[src/rtl/pipe_hazard_ctrl_if.sv]
// Control bundle between the pipeline sequencer and the stage datapath.
// The datapath side drives RR/EX/WB status; the sequencer drives enables.
interface pipe_hazard_ctrl_if #(
    parameter int IW    = 3,
    parameter int CNT_W = 16
);
    logic             rr_valid;
    logic             rr_src1_used;
    logic             rr_src2_used;
    logic [IW-1:0]    rr_src1_idx;
    logic [IW-1:0]    rr_src2_idx;
    logic             rr_dst_wr;
    logic [IW-1:0]    rr_dst_idx;
    logic             ex_busy;
    logic             ex_redirect;
    logic             wb_valid;
    logic             wb_wr;
    logic [IW-1:0]    wb_dst_idx;
    logic             wb_halt;
    logic             pc_en;
    logic             if_id_en;
    logic             id_rr_en;
    logic             rr_ex_en;
    logic             if_id_flush;
    logic             id_rr_flush;
    logic             rr_ex_bubble;
    logic             ex_wb_bubble;
    logic             issue;
    logic             halted;
    logic [CNT_W-1:0] stall_cnt;

    modport master (
        output rr_valid, rr_src1_used, rr_src2_used,
        output rr_src1_idx, rr_src2_idx,
        output rr_dst_wr, rr_dst_idx,
        output ex_busy, ex_redirect,
        output wb_valid, wb_wr, wb_dst_idx, wb_halt,
        input  pc_en, if_id_en, id_rr_en, rr_ex_en,
        input  if_id_flush, id_rr_flush,
        input  rr_ex_bubble, ex_wb_bubble,
        input  issue, halted, stall_cnt
    );

    modport slave (
        input  rr_valid, rr_src1_used, rr_src2_used,
        input  rr_src1_idx, rr_src2_idx,
        input  rr_dst_wr, rr_dst_idx,
        input  ex_busy, ex_redirect,
        input  wb_valid, wb_wr, wb_dst_idx, wb_halt,
        output pc_en, if_id_en, id_rr_en, rr_ex_en,
        output if_id_flush, id_rr_flush,
        output rr_ex_bubble, ex_wb_bubble,
        output issue, halted, stall_cnt
    );
endinterface

[src/rtl/pipe_hazard_ctrl.sv]
// Pipeline sequencer: RAW scoreboard, stall/flush/bubble control,
// post-reset hold and sticky halt for the IF/ID/RR/EX/WB pipeline.
module pipe_hazard_ctrl #(
    parameter int NREGS      = 8,
    parameter int RESET_HOLD = 4,
    parameter int CNT_W      = 16
) (
    input logic               clk,
    input logic               rst,
    pipe_hazard_ctrl_if.slave bus
);
    localparam int IW = $clog2(NREGS);
    localparam int HW = (RESET_HOLD > 1) ? $clog2(RESET_HOLD) : 1;
    localparam logic [HW-1:0] HOLD_LAST = HW'(RESET_HOLD - 1);

    typedef enum logic [1:0] {HOLD, RUN, HALT} state_e;

    state_e           state_q, state_d;
    logic [HW-1:0]    hold_cnt_q, hold_cnt_d;
    logic [1:0]       sb_q [NREGS];
    logic [1:0]       sb_d [NREGS];
    logic [CNT_W-1:0] stall_cnt_q, stall_cnt_d;

    logic [NREGS-1:0] inc, dec;
    logic [1:0]       cnt1, cnt2;
    logic             wb_ret, halt_req;
    logic             haz1, haz2, hazard;
    logic             stall_ev;

    logic pc_en, if_id_en, id_rr_en, rr_ex_en;
    logic if_id_flush, id_rr_flush;
    logic rr_ex_bubble, ex_wb_bubble;
    logic issue, halted;

    assign wb_ret   = bus.wb_valid & bus.wb_wr;
    assign halt_req = bus.wb_valid & bus.wb_halt;
    assign cnt1     = sb_q[bus.rr_src1_idx];
    assign cnt2     = sb_q[bus.rr_src2_idx];

    // A single pending write retiring in WB this cycle is visible through
    // the write-through register file, so it does not block RR.
    assign haz1 = bus.rr_src1_used && (cnt1 != 2'd0) &&
                  !(cnt1 == 2'd1 && wb_ret &&
                    bus.wb_dst_idx == bus.rr_src1_idx);
    assign haz2 = bus.rr_src2_used && (cnt2 != 2'd0) &&
                  !(cnt2 == 2'd1 && wb_ret &&
                    bus.wb_dst_idx == bus.rr_src2_idx);
    assign hazard = haz1 | haz2;

    always_comb begin
        pc_en        = 1'b0;
        if_id_en     = 1'b0;
        id_rr_en     = 1'b0;
        rr_ex_en     = 1'b0;
        if_id_flush  = 1'b0;
        id_rr_flush  = 1'b0;
        rr_ex_bubble = 1'b0;
        ex_wb_bubble = 1'b0;
        issue        = 1'b0;
        halted       = 1'b0;
        stall_ev     = 1'b0;
        unique case (state_q)
            RUN: begin
                if (halt_req) begin
                    ex_wb_bubble = 1'b1;
                    halted       = 1'b1;
                end else if (bus.ex_busy) begin
                    ex_wb_bubble = 1'b1;
                    stall_ev     = 1'b1;
                end else if (bus.ex_redirect) begin
                    pc_en        = 1'b1;
                    if_id_en     = 1'b1;
                    id_rr_en     = 1'b1;
                    if_id_flush  = 1'b1;
                    id_rr_flush  = 1'b1;
                    rr_ex_en     = 1'b1;
                    rr_ex_bubble = 1'b1;
                end else if (hazard && bus.rr_valid) begin
                    rr_ex_en     = 1'b1;
                    rr_ex_bubble = 1'b1;
                    stall_ev     = 1'b1;
                end else begin
                    pc_en    = 1'b1;
                    if_id_en = 1'b1;
                    id_rr_en = 1'b1;
                    rr_ex_en = 1'b1;
                    issue    = bus.rr_valid;
                end
            end
            HALT: begin
                ex_wb_bubble = 1'b1;
                halted       = 1'b1;
            end
            default: begin
                if_id_flush  = 1'b1;
                id_rr_flush  = 1'b1;
                rr_ex_en     = 1'b1;
                rr_ex_bubble = 1'b1;
                ex_wb_bubble = 1'b1;
            end
        endcase
    end

    always_comb begin
        for (int i = 0; i < NREGS; i++) begin
            inc[i] = issue && bus.rr_dst_wr &&
                     bus.rr_dst_idx == IW'(i);
            dec[i] = wb_ret && bus.wb_dst_idx == IW'(i);
            sb_d[i] = sb_q[i];
            if (inc[i] && !dec[i]) begin
                sb_d[i] = sb_q[i] + 2'd1;
            end else if (dec[i] && !inc[i]) begin
                sb_d[i] = sb_q[i] - 2'd1;
            end
        end
    end

    always_comb begin
        state_d     = state_q;
        hold_cnt_d  = hold_cnt_q;
        stall_cnt_d = stall_cnt_q;
        if (stall_ev && stall_cnt_q != '1) begin
            stall_cnt_d = stall_cnt_q + 1'b1;
        end
        unique case (state_q)
            RUN: begin
                if (halt_req) begin
                    state_d = HALT;
                end
            end
            HALT: state_d = HALT;
            default: begin
                hold_cnt_d = hold_cnt_q + 1'b1;
                if (hold_cnt_q == HOLD_LAST) begin
                    state_d = RUN;
                end
            end
        endcase
    end

    always_ff @(posedge clk or negedge rst) begin
        if (!rst) begin
            state_q     <= HOLD;
            hold_cnt_q  <= '0;
            stall_cnt_q <= '0;
            for (int i = 0; i < NREGS; i++) begin
                sb_q[i] <= 2'd0;
            end
        end else begin
            state_q     <= state_d;
            hold_cnt_q  <= hold_cnt_d;
            stall_cnt_q <= stall_cnt_d;
            for (int i = 0; i < NREGS; i++) begin
                sb_q[i] <= sb_d[i];
            end
        end
    end

    // Over- or under-flowing a pending count means the datapath lost
    // track of an in-flight write.
    always_ff @(posedge clk) begin
        if (rst) begin
            for (int i = 0; i < NREGS; i++) begin
                assert (!(inc[i] && !dec[i] && sb_q[i] == 2'd3));
                assert (!(dec[i] && !inc[i] && sb_q[i] == 2'd0));
            end
        end
    end

    assign bus.pc_en        = pc_en;
    assign bus.if_id_en     = if_id_en;
    assign bus.id_rr_en     = id_rr_en;
    assign bus.rr_ex_en     = rr_ex_en;
    assign bus.if_id_flush  = if_id_flush;
    assign bus.id_rr_flush  = id_rr_flush;
    assign bus.rr_ex_bubble = rr_ex_bubble;
    assign bus.ex_wb_bubble = ex_wb_bubble;
    assign bus.issue        = issue;
    assign bus.halted       = halted;
    assign bus.stall_cnt    = stall_cnt_q;

endmodule

[src/flat_wrapper.sv]
// flat-port wrapper written by rule: the top's interface ports become plain ports
module pipe_hazard_ctrl_flat 
#(
    parameter int NREGS      = 8,
    parameter int RESET_HOLD = 4,
    parameter int CNT_W      = 16
)
  (clk, rst, bus_rr_valid, bus_rr_src1_used, bus_rr_src2_used, bus_rr_src1_idx, bus_rr_src2_idx, bus_rr_dst_wr, bus_rr_dst_idx, bus_ex_busy, bus_ex_redirect, bus_wb_valid, bus_wb_wr, bus_wb_dst_idx, bus_wb_halt, bus_pc_en, bus_if_id_en, bus_id_rr_en, bus_rr_ex_en, bus_if_id_flush, bus_id_rr_flush, bus_rr_ex_bubble, bus_ex_wb_bubble, bus_issue, bus_halted, bus_stall_cnt);
  pipe_hazard_ctrl_if #(.IW(3), .CNT_W(CNT_W)) bus_i ();
  input logic clk;
  input logic rst;
  input wire logic [$bits(bus_i.rr_valid)-1:0] bus_rr_valid;
  input wire logic [$bits(bus_i.rr_src1_used)-1:0] bus_rr_src1_used;
  input wire logic [$bits(bus_i.rr_src2_used)-1:0] bus_rr_src2_used;
  input wire logic [$bits(bus_i.rr_src1_idx)-1:0] bus_rr_src1_idx;
  input wire logic [$bits(bus_i.rr_src2_idx)-1:0] bus_rr_src2_idx;
  input wire logic [$bits(bus_i.rr_dst_wr)-1:0] bus_rr_dst_wr;
  input wire logic [$bits(bus_i.rr_dst_idx)-1:0] bus_rr_dst_idx;
  input wire logic [$bits(bus_i.ex_busy)-1:0] bus_ex_busy;
  input wire logic [$bits(bus_i.ex_redirect)-1:0] bus_ex_redirect;
  input wire logic [$bits(bus_i.wb_valid)-1:0] bus_wb_valid;
  input wire logic [$bits(bus_i.wb_wr)-1:0] bus_wb_wr;
  input wire logic [$bits(bus_i.wb_dst_idx)-1:0] bus_wb_dst_idx;
  input wire logic [$bits(bus_i.wb_halt)-1:0] bus_wb_halt;
  output wire logic [$bits(bus_i.pc_en)-1:0] bus_pc_en;
  output wire logic [$bits(bus_i.if_id_en)-1:0] bus_if_id_en;
  output wire logic [$bits(bus_i.id_rr_en)-1:0] bus_id_rr_en;
  output wire logic [$bits(bus_i.rr_ex_en)-1:0] bus_rr_ex_en;
  output wire logic [$bits(bus_i.if_id_flush)-1:0] bus_if_id_flush;
  output wire logic [$bits(bus_i.id_rr_flush)-1:0] bus_id_rr_flush;
  output wire logic [$bits(bus_i.rr_ex_bubble)-1:0] bus_rr_ex_bubble;
  output wire logic [$bits(bus_i.ex_wb_bubble)-1:0] bus_ex_wb_bubble;
  output wire logic [$bits(bus_i.issue)-1:0] bus_issue;
  output wire logic [$bits(bus_i.halted)-1:0] bus_halted;
  output wire logic [$bits(bus_i.stall_cnt)-1:0] bus_stall_cnt;
  assign bus_i.rr_valid = bus_rr_valid;
  assign bus_i.rr_src1_used = bus_rr_src1_used;
  assign bus_i.rr_src2_used = bus_rr_src2_used;
  assign bus_i.rr_src1_idx = bus_rr_src1_idx;
  assign bus_i.rr_src2_idx = bus_rr_src2_idx;
  assign bus_i.rr_dst_wr = bus_rr_dst_wr;
  assign bus_i.rr_dst_idx = bus_rr_dst_idx;
  assign bus_i.ex_busy = bus_ex_busy;
  assign bus_i.ex_redirect = bus_ex_redirect;
  assign bus_i.wb_valid = bus_wb_valid;
  assign bus_i.wb_wr = bus_wb_wr;
  assign bus_i.wb_dst_idx = bus_wb_dst_idx;
  assign bus_i.wb_halt = bus_wb_halt;
  assign bus_pc_en = bus_i.pc_en;
  assign bus_if_id_en = bus_i.if_id_en;
  assign bus_id_rr_en = bus_i.id_rr_en;
  assign bus_rr_ex_en = bus_i.rr_ex_en;
  assign bus_if_id_flush = bus_i.if_id_flush;
  assign bus_id_rr_flush = bus_i.id_rr_flush;
  assign bus_rr_ex_bubble = bus_i.rr_ex_bubble;
  assign bus_ex_wb_bubble = bus_i.ex_wb_bubble;
  assign bus_issue = bus_i.issue;
  assign bus_halted = bus_i.halted;
  assign bus_stall_cnt = bus_i.stall_cnt;
  pipe_hazard_ctrl #(.NREGS(NREGS), .RESET_HOLD(RESET_HOLD), .CNT_W(CNT_W)) u_core (.clk(clk), .rst(rst), .bus(bus_i));
endmodule
[config.mk]
export PLATFORM = sky130hd
export DESIGN_NAME = pipe_hazard_ctrl_flat
export DESIGN_NICKNAME = d
export VERILOG_FILES = /design/src/rtl/pipe_hazard_ctrl_if.sv /design/src/rtl/pipe_hazard_ctrl.sv /design/src/flat_wrapper.sv
export SDC_FILE = /design/constraint.sdc
export NUM_CORES = 1
export LEC_CHECK = 0
export CORE_MARGIN = 4
export CORE_UTILIZATION = 55
export DETAILED_ROUTE_END_ITERATION = 16
export GPL_TIMING_DRIVEN = 0
export HOLD_SLACK_MARGIN = 0.1
export PLACE_DENSITY = 0.86
export SLEW_MARGIN = 20
export SYNTH_ARGS = -nofsm -noshare
export SYNTH_HDL_FRONTEND = slang
export SYNTH_SLANG_ARGS = --single-unit
[constraint.sdc]
create_clock -name clk -period 7.3 [get_ports clk]
set_input_delay 0.73 -clock clk [delete_from_list [all_inputs] [get_ports clk]]
set_output_delay 0.73 -clock clk [all_outputs]
set_load 0.01 [all_outputs]
==> results, run 1 <==
- The fraction of layout cells with a size suffix above 1 is 0.102.
- The worst-path cell with the longest stage delay is sky130_fd_sc_hd__clkdlybuf4s50_1.
- A synthesized cell averages 10.3 sq um.
- The number of nets handed over by synthesis was around 260.
- The final wirelength is 5120 um.
- The tightest min-delay check is of the in2async type.
- In the routed layout, each cell is associated on average with a via count of 5.46.
- The standard-cell row count is 23.
- Counting cells, the worst reg-to-reg path comes to 11.
- Setup violations remaining at the end of the flow were counted as 0.
- The critical path required time is 6.57 ns.
- The clock arrives with 0.00784 ns of skew.
- The endpoint kind of the worst setup timing path is an output pin.
- For this run the aggregate overflow at the end of global routing stands at 0.
- The number of sinks on the clock net is 36.
- The tightest slew margin relative to the limit is 0.741.
- The total number of vias is 1769.
- In this run, the number of DRC markers left after iteration 0 of detailed routing was 129.
- The count of nets left with antenna violations after detail routing is 0.
- Hold repair after CTS inserted 0 buffers.
- Ranked by total cell area, the synthesized netlist is headed by sky130_fd_sc_hd__dfrtp_1 40%, sky130_fd_sc_hd__xor2_1 13%, sky130_fd_sc_hd__mux4_2 6.9%, sky130_fd_sc_hd__ha_1 6.6%, sky130_fd_sc_hd__xnor2_1 4.6%.
- In the final routed layout, each cell accounts on average for 15.8 um.
- For this run, the number of Yosys warnings is 0.
- The number of gates given a new drive strength after cts is 0.
- At the pin with the least slew margin, the transition time is 0.384 ns.
- The most numerous cell type found on the critical path is sky130_fd_sc_hd__clkdlybuf4s50_1.
- The final worst-path setup slack is ~3.2 ns.
- The post-place setup slack is 3.21 ns.
- The number of stages on the worst setup path is 8.
- For the final routed database, the setup TNS stands at 0 ns.
- On the worst path, the slowest cell contributes a delay of approximately 0.54 ns.
- The share of the core filled with cells in the final layout is 0.724.
- The net count of the finished layout is 308.
- The maximum buffer depth of the clock tree is 2.
- The CTS tree is done.
- The clock edge transition at the registers on the reported setup and hold paths is around 0.070 ns.
- The static leakage is 1.32 nW.
- Of all nets on the critical path, the largest fanout is 6.
- The first global-routing pass estimated 8560 um of wire.
- The core area is 4000 sq um.
- Synthesis produced a netlist whose cell count is between 200 and 250.
- The number of top-level pins is 49.
- The time the final worst path needs with I/O delays and setup is 4.11 ns.
- The area of the die is roughly 5200 sq um.
- The floorplan die height is slightly above 70 um.
- The portion of synthesized cell area occupied by the leading cell type is 0.397.
- The via count of the first global-routing pass was 1852.
- For this run, design rule violations remaining after detail routing come to 0.
- The number of hold violations in the final report is 0.
- In this run, synthesis produced a sequential element count of 36.
- The number of iterations in the first detailed-routing pass is 4.
- The source-to-sink clock delay at the later pin of the worst-skew pair is between 0.2 and 0.3 ns.
- The root buffer cell chosen for the clock tree is sky130_fd_sc_hd__clkbuf_8.
- The worst hold slack after final layout is just over 0.3 ns.
- The initial antenna violation count is 0.
- The overall fraction of global-route tracks in use is 0.211.
- The post-synthesis async set-or-reset flop share is 1.00.
- For the worst setup path, the data arrival time is around 3.4 ns.
- The flow ran to the end, and the final reports show no timing, DRC or antenna violations.
- The antenna diode instance count is 0.
- The synthesized area is between 2000 and 2500 sq um.
- Synthesis instantiated 36 different standard cells from the library.
- Entering global routing, the biggest net connects 28 pins.
- Sorting the synthesized cells by how often they occur yields 36 x sky130_fd_sc_hd__dfrtp_1, 33 x sky130_fd_sc_hd__xor2_1, 24 x sky130_fd_sc_hd__nor2_1, 23 x sky130_fd_sc_hd__nand2_1.
- The max-slew violation total from the final report is 0.
- Of the available clock period, the critical path in the final layout requires 0.563.
- STA classifies the critical path startpoint as an input pin.
- Setup repair after global routing left no endpoint under its margin.
- For this run, the register share of the synthesized area comes to 0.397.
- The max-cap check violation count is 0.
- Compared with the post-synthesis result, the final layout area differs by 27.6%.
- Derived from the worst setup path, the maximum achievable clock frequency is 244 MHz.
- The worst setup path is of the in2out kind.
- sky130_fd_sc_hd__dfrtp_1 takes more of the synthesized area than any other cell.
- The maximum level of the CTS H-tree is 2.
- Once the clock tree was built, the setup fixing pass inserted 0 buffers.
- For this configuration, the core starts out at a cell density of 0.567.
- In the post-synthesis netlist, the cell with the most instances is sky130_fd_sc_hd__dfrtp_1.
- The HPWL reported at the end of detailed placement is 3890 um.
- The number of buffers created by CTS is 5.
- The congestion estimate from routability-driven global placement came to 0.819.
- Yosys mapped a number of flops with a built-in enable equal to 0.
- The worst-case IR drop observed on VDD is ~0.14 mV.
- Measured along the x axis, the die boundary spans approximately 72 um.
- Traced cell by cell, the critical path runs through clkdlybuf4s50_1 > xor2_1 > o41ai_1 > nand2_1 > a311o_2 > a21oi_1 > buf_4 > clkdlybuf4s50_1.
- The most common flop cell mapped by yosys is sky130_fd_sc_hd__dfrtp_1.
- Broken down by cell family, the worst path's largest delay share belongs to buffers and inverters.
- Together, buffers and inverters on the worst path number 3.
- The power density over cell area is 215 nW/um^2.
- The number of buffer cells added on primary ports is 44.
==> layer usage <==
metal / track usage / part of all wire / up-vias
met2: 0.352 / 0.50 / 44
met4: 0.0731 / 0.014 / 0
met1: 0.269 / 0.44 / 856
met3: 0.0512 / 0.044 / 8
met5: 0 / 0 / -
li1: - / - / 861
==> layout make-up <==
class,count,area [sq um]
well taps,50,62.6
clock inverters,2,35.0
plain buffers,8,57.6
fillers,302,1100
clock buffers,6,72.6
flip-flops and latches,36,901
repair buffers,45,455
multi-input cells,174,1300
inverters,3,11.3
==> flip-flops by register name, indices dropped and copies added, names as in the netlist <==
| signal | count |
|---|---|
| u_core.state_q | 2 |
| u_core.hold_cnt_q | 2 |
| u_core.sb_q | 16 |
| u_core.bus.stall_cnt | 16 |
==> kinds of logic (layout without fill, tap and decap cells) <==
group | Yosys count | in the layout | share of synthesized area
compound gates | 17 | 17 | 0.0568
xor+xnor | 45 | 45 | 0.174
fa+ha+maj | 12 | 12 | 0.0662
buf+inv | 11 | 64 | 0.0303
flops | 36 | 36 | 0.397
mux | 10 | 10 | 0.0843
simple gates | 90 | 90 | 0.192
==> stage by stage <==
stage | instance area [sq um] | power [mW] | std cells
finish | 2900 | 0.623 | 324
global route | 2900 | 0.651 | 324
CTS | 2900 | 0.625 | 324
detailed placement | 2790 | 0.450 | 316
global placement | 2770 | 0.435 | 315
floorplan | 2270 | 0.394 | 221
==> power by group <==
group | internal [mW] | switching, mW
registers | 0.244 | 0.0628
clock network | 0.101 | 0.0727
logic | 0.0890 | 0.0539
==> cell usage in the layout (no fill, tap or decap), types with 4 or more instances in the layout <==
master                             n
sky130_fd_sc_hd__a21oi_1           5
sky130_fd_sc_hd__nand3_1           9
sky130_fd_sc_hd__nand2_1          23
sky130_fd_sc_hd__nand2b_1          4
sky130_fd_sc_hd__xor2_1           33
sky130_fd_sc_hd__mux4_2            7
sky130_fd_sc_hd__clkdlybuf4s50_1  43
sky130_fd_sc_hd__and3_1            6
sky130_fd_sc_hd__ha_1             12
sky130_fd_sc_hd__clkbuf_8          5
sky130_fd_sc_hd__nor3_1            6
sky130_fd_sc_hd__nor2_1           24
sky130_fd_sc_hd__nor2b_1           7
sky130_fd_sc_hd__xnor2_1          12
sky130_fd_sc_hd__dfrtp_1          36
==> final timing paths <==
kind | end | slack (ns) | start
setup / recovery | bus_pc_en | 3.19 | bus_rr_src1_idx[1]
hold / removal | u_core.sb_q[2] | 0.30 | rst
setup reg to reg | u_core.sb_q[5] | 4.50 | u_core.sb_q[0]
hold reg to reg | u_core.hold_cnt_q[0] | 0.48 | u_core.hold_cnt_q[0]
max in group asynchronous | u_core.bus.stall_cnt[13] | 6.57 | rst
min in group clk | u_core.hold_cnt_q[0] | 0.48 | u_core.hold_cnt_q[0]
Power figures use the tool's default switching activity.
==> run 2, diff against run 1 <==
--- a/config.mk
+++ b/config.mk
@@ -6,11 +6,11 @@
 export NUM_CORES = 1
 export LEC_CHECK = 0
 export CORE_MARGIN = 4
-export CORE_UTILIZATION = 55
+export CORE_UTILIZATION = 51
 export DETAILED_ROUTE_END_ITERATION = 16
 export GPL_TIMING_DRIVEN = 0
 export HOLD_SLACK_MARGIN = 0.1
-export PLACE_DENSITY = 0.86
+export PLACE_DENSITY = 0.8
 export SLEW_MARGIN = 20
 export SYNTH_ARGS = -nofsm -noshare
 export SYNTH_HDL_FRONTEND = slang
==> constraint.sdc (replaced) <==
create_clock -name clk -period 4.05 [get_ports clk]
set_input_delay 0.405 -clock clk [delete_from_list [all_inputs] [get_ports clk]]
set_output_delay 0.405 -clock clk [all_outputs]
set_load 0.01 [all_outputs]
==> results, run 2 (synthesis gave the netlist of run 1 again) <==
- The run finished with clean final reports.
- For this design the top-level I/O count stands at 49.
- Gates resized during post-CTS repair numbered 0.
- The actual transition at the worst max-transition pin is 0.424 ns.
- The routed via count divided by cell count is 5.36.
- The ratio of final minimum period to clock period is 0.831.
- For this design the static power due to leakage is 1.32 nW.
- The time the final worst path needs with I/O delays and setup is about 3.4 ns.
- After routing the design area is 2910 sq um.
- The sum of negative setup slack is 0 ns.
- From left edge to right edge, the die measures between 70 and 80 um.
- The total global routing overflow is 0.
- The hold-fix buffer count after cts is 1.
- The maximum level of the CTS H-tree is 2.
- The largest net degree at the start of global routing is 22.
- The clock root buffer is sky130_fd_sc_hd__clkbuf_8.
- STA classifies the critical path startpoint as an input pin.
- The count of nets left with antenna violations after detail routing is 0.
- The worst pin sits at a relative slew slack of 0.717.
- Relative to the synthesized area, the layout overhead comes to 28.3%.
- The number of buffers created by CTS is 5.
- The clock arrives with 0.00893 ns of skew.
- The critical path required time is roughly 3.6 ns.
- The floorplan step set the die height to 74.7 um.
- The class of the worst hold path is reg2reg.
- The fraction of layout cells with a size suffix above 1 is 0.102.
- Post-CTS timing repair inserted 0 buffers for setup.
- The tool flagged a number of max-cap violations equal to 0.
- The endpoint kind of the worst setup timing path is an output pin.
- In this run the critical register-to-register path is launched from u_core.sb_q[0].
- After detailed routing, the total wire length is 4900 um.
- The number of placed instances with taps included is 316.
- Setup repair after global routing left no endpoint under its margin.
- After the flow finishes, the layout carries non-filler instances totaling around 330.
- For this run, the top clock speed supported by timing is around 300 MHz.
- VDD sags by at most 0.204 mV.
- In this run the critical register-to-register path is captured at u_core.sb_q[9].
- The standard-cell row count is 23.
- After layout, the worst setup slack is 0.685 ns.
- The overall fraction of global-route tracks in use is 0.196.
- At the later pin of the worst-skew pair, clock insertion delay measures 0.29 ns.
- The launch point of the worst hold path is u_core.hold_cnt_q[0].
- The max-slew violation total from the final report is 0.
- The most common cell after layout, fill and taps aside is sky130_fd_sc_hd__clkdlybuf4s50_1.
- The antenna diode instance count is 0.
- The category of the most critical setup path is in2out.
- The number of hold violations in the final report is 0.
- Setup violations remaining at the end of the flow were counted as 0.
- In the layout the commonest cells are 43 x sky130_fd_sc_hd__clkdlybuf4s50_1, 36 x sky130_fd_sc_hd__dfrtp_1, 33 x sky130_fd_sc_hd__xor2_1.
- Summing all placed instances gives a cell area of ~2800 sq um.
- After detailed routing, the number of remaining DRC violations is 0.
- The CTS tree is done.
- The first detailed-routing pass took 4 iterations.
- The detailed router's first-iteration violation count is 69.
- The number of cells traversed by the worst hold path is 1.
- The initial standard-cell utilization of the core is 0.548.
- After layout, the design draws a total of 1.11 mW.
- The maximum buffer depth of the clock tree is 2.
- For the worst setup path, the data arrival time is 2.96 ns.
- The routed layout has 1743 vias.
- For the worst flop-to-flop path, the logic depth is 11.
- The HPWL reported at the end of detailed placement is 3860 um.
- The post-place setup slack is 0.688 ns.
- The initial antenna violation count is 0.
- The core area is between 4000 and 5000 sq um.
- Clock tree synthesis found a total of 36 sinks.
- The final weighted congestion of routability-driven global placement is 0.789.
- The via count of the first global-routing pass was 1828.
- The area of the die is roughly 5600 sq um.
- The power density over cell area is 380 nW/um^2.
- The average wire per standard cell is 15.1 um.
- The sink of the worst hold path is u_core.hold_cnt_q[0].
- The number of buffer cells added on primary ports is 44.
- Of all nets on the critical path, the largest fanout is 6.
- The net count of the finished layout is 309.
- The worst setup slack for register-to-register paths is 1.14 ns.
- After clock tree synthesis, the clock-pin slew on the worst setup and hold paths is 0.07 ns.
- The first-pass GRT wire length is 8320 um.
-- run 2: changes by cell type in the layout (fill, tap and decap cells not counted), sizes merged --
cell | before | now
dlygate4sd3 | 0 | 1
-- run 2: stage by stage --
stage | util | hold WS [ns]
after global placement | 0.669 | 0.464
final | 0.703 | 0.482
after global routing | 0.703 | 0.511
after CTS | 0.703 | 0.482
after floorplan | - | 0.109
after detailed placement | 0.675 | 0.360
-- run 2: cell type report --
type | instances | area [sq um]
buffer | 8 | 57.6
clock buffer | 6 | 72.6
sequential | 36 | 901
multi-input combinational | 174 | 1300
fill | 332 | 1230
clock inverter | 2 | 35.0
inverter | 3 | 11.3
tap | 50 | 62.6
timing repair buffer | 46 | 473
-- run 2: where the power goes --
| group | switching (mW) | internal, mW |
|---|---|---|
| registers | 0.101 | 0.439 |
| logic | 0.0954 | 0.162 |
| clock network | 0.128 | 0.183 |
| total | 0.324 | 0.784 |
-- run 2: routing by layer --
| layer | track usage | up-vias | wire (um) |
|---|---|---|---|
| met1 | 0.246 | 844 | 2150 |
| met3 | 0.0547 | 5 | 231 |
| met2 | 0.336 | 27 | 2470 |
| met4 | 0.0514 | 0 | 51 |
| met5 | 0 | - | 0 |
| li1 | - | 867 | - |
-- run 2: worst max path at each step --
stage	from	to	slack, ns
finish	bus_rr_src2_idx[2]	bus_pc_en	0.69
global route	bus_rr_src1_idx[1]	bus_pc_en	0.48
CTS	bus_rr_src2_idx[2]	bus_pc_en	0.67
detailed placement	bus_rr_src2_idx[2]	bus_pc_en	0.69
global placement	bus_rr_src1_idx[1]	bus_if_id_en	0.69
floorplan	bus_rr_src2_idx[0]	u_core.sb_q[13]	1.27
-- run 2: worst max-delay path, stage by stage --
cell	delay, ns
sky130_fd_sc_hd__clkdlybuf4s50_1	0.62
sky130_fd_sc_hd__mux4_2	0.35
sky130_fd_sc_hd__nor2b_1	0.13
sky130_fd_sc_hd__nor4_1	0.06
sky130_fd_sc_hd__a311o_2	0.46
sky130_fd_sc_hd__a21oi_1	0.25
sky130_fd_sc_hd__buf_4	0.15
sky130_fd_sc_hd__clkdlybuf4s50_1	0.52
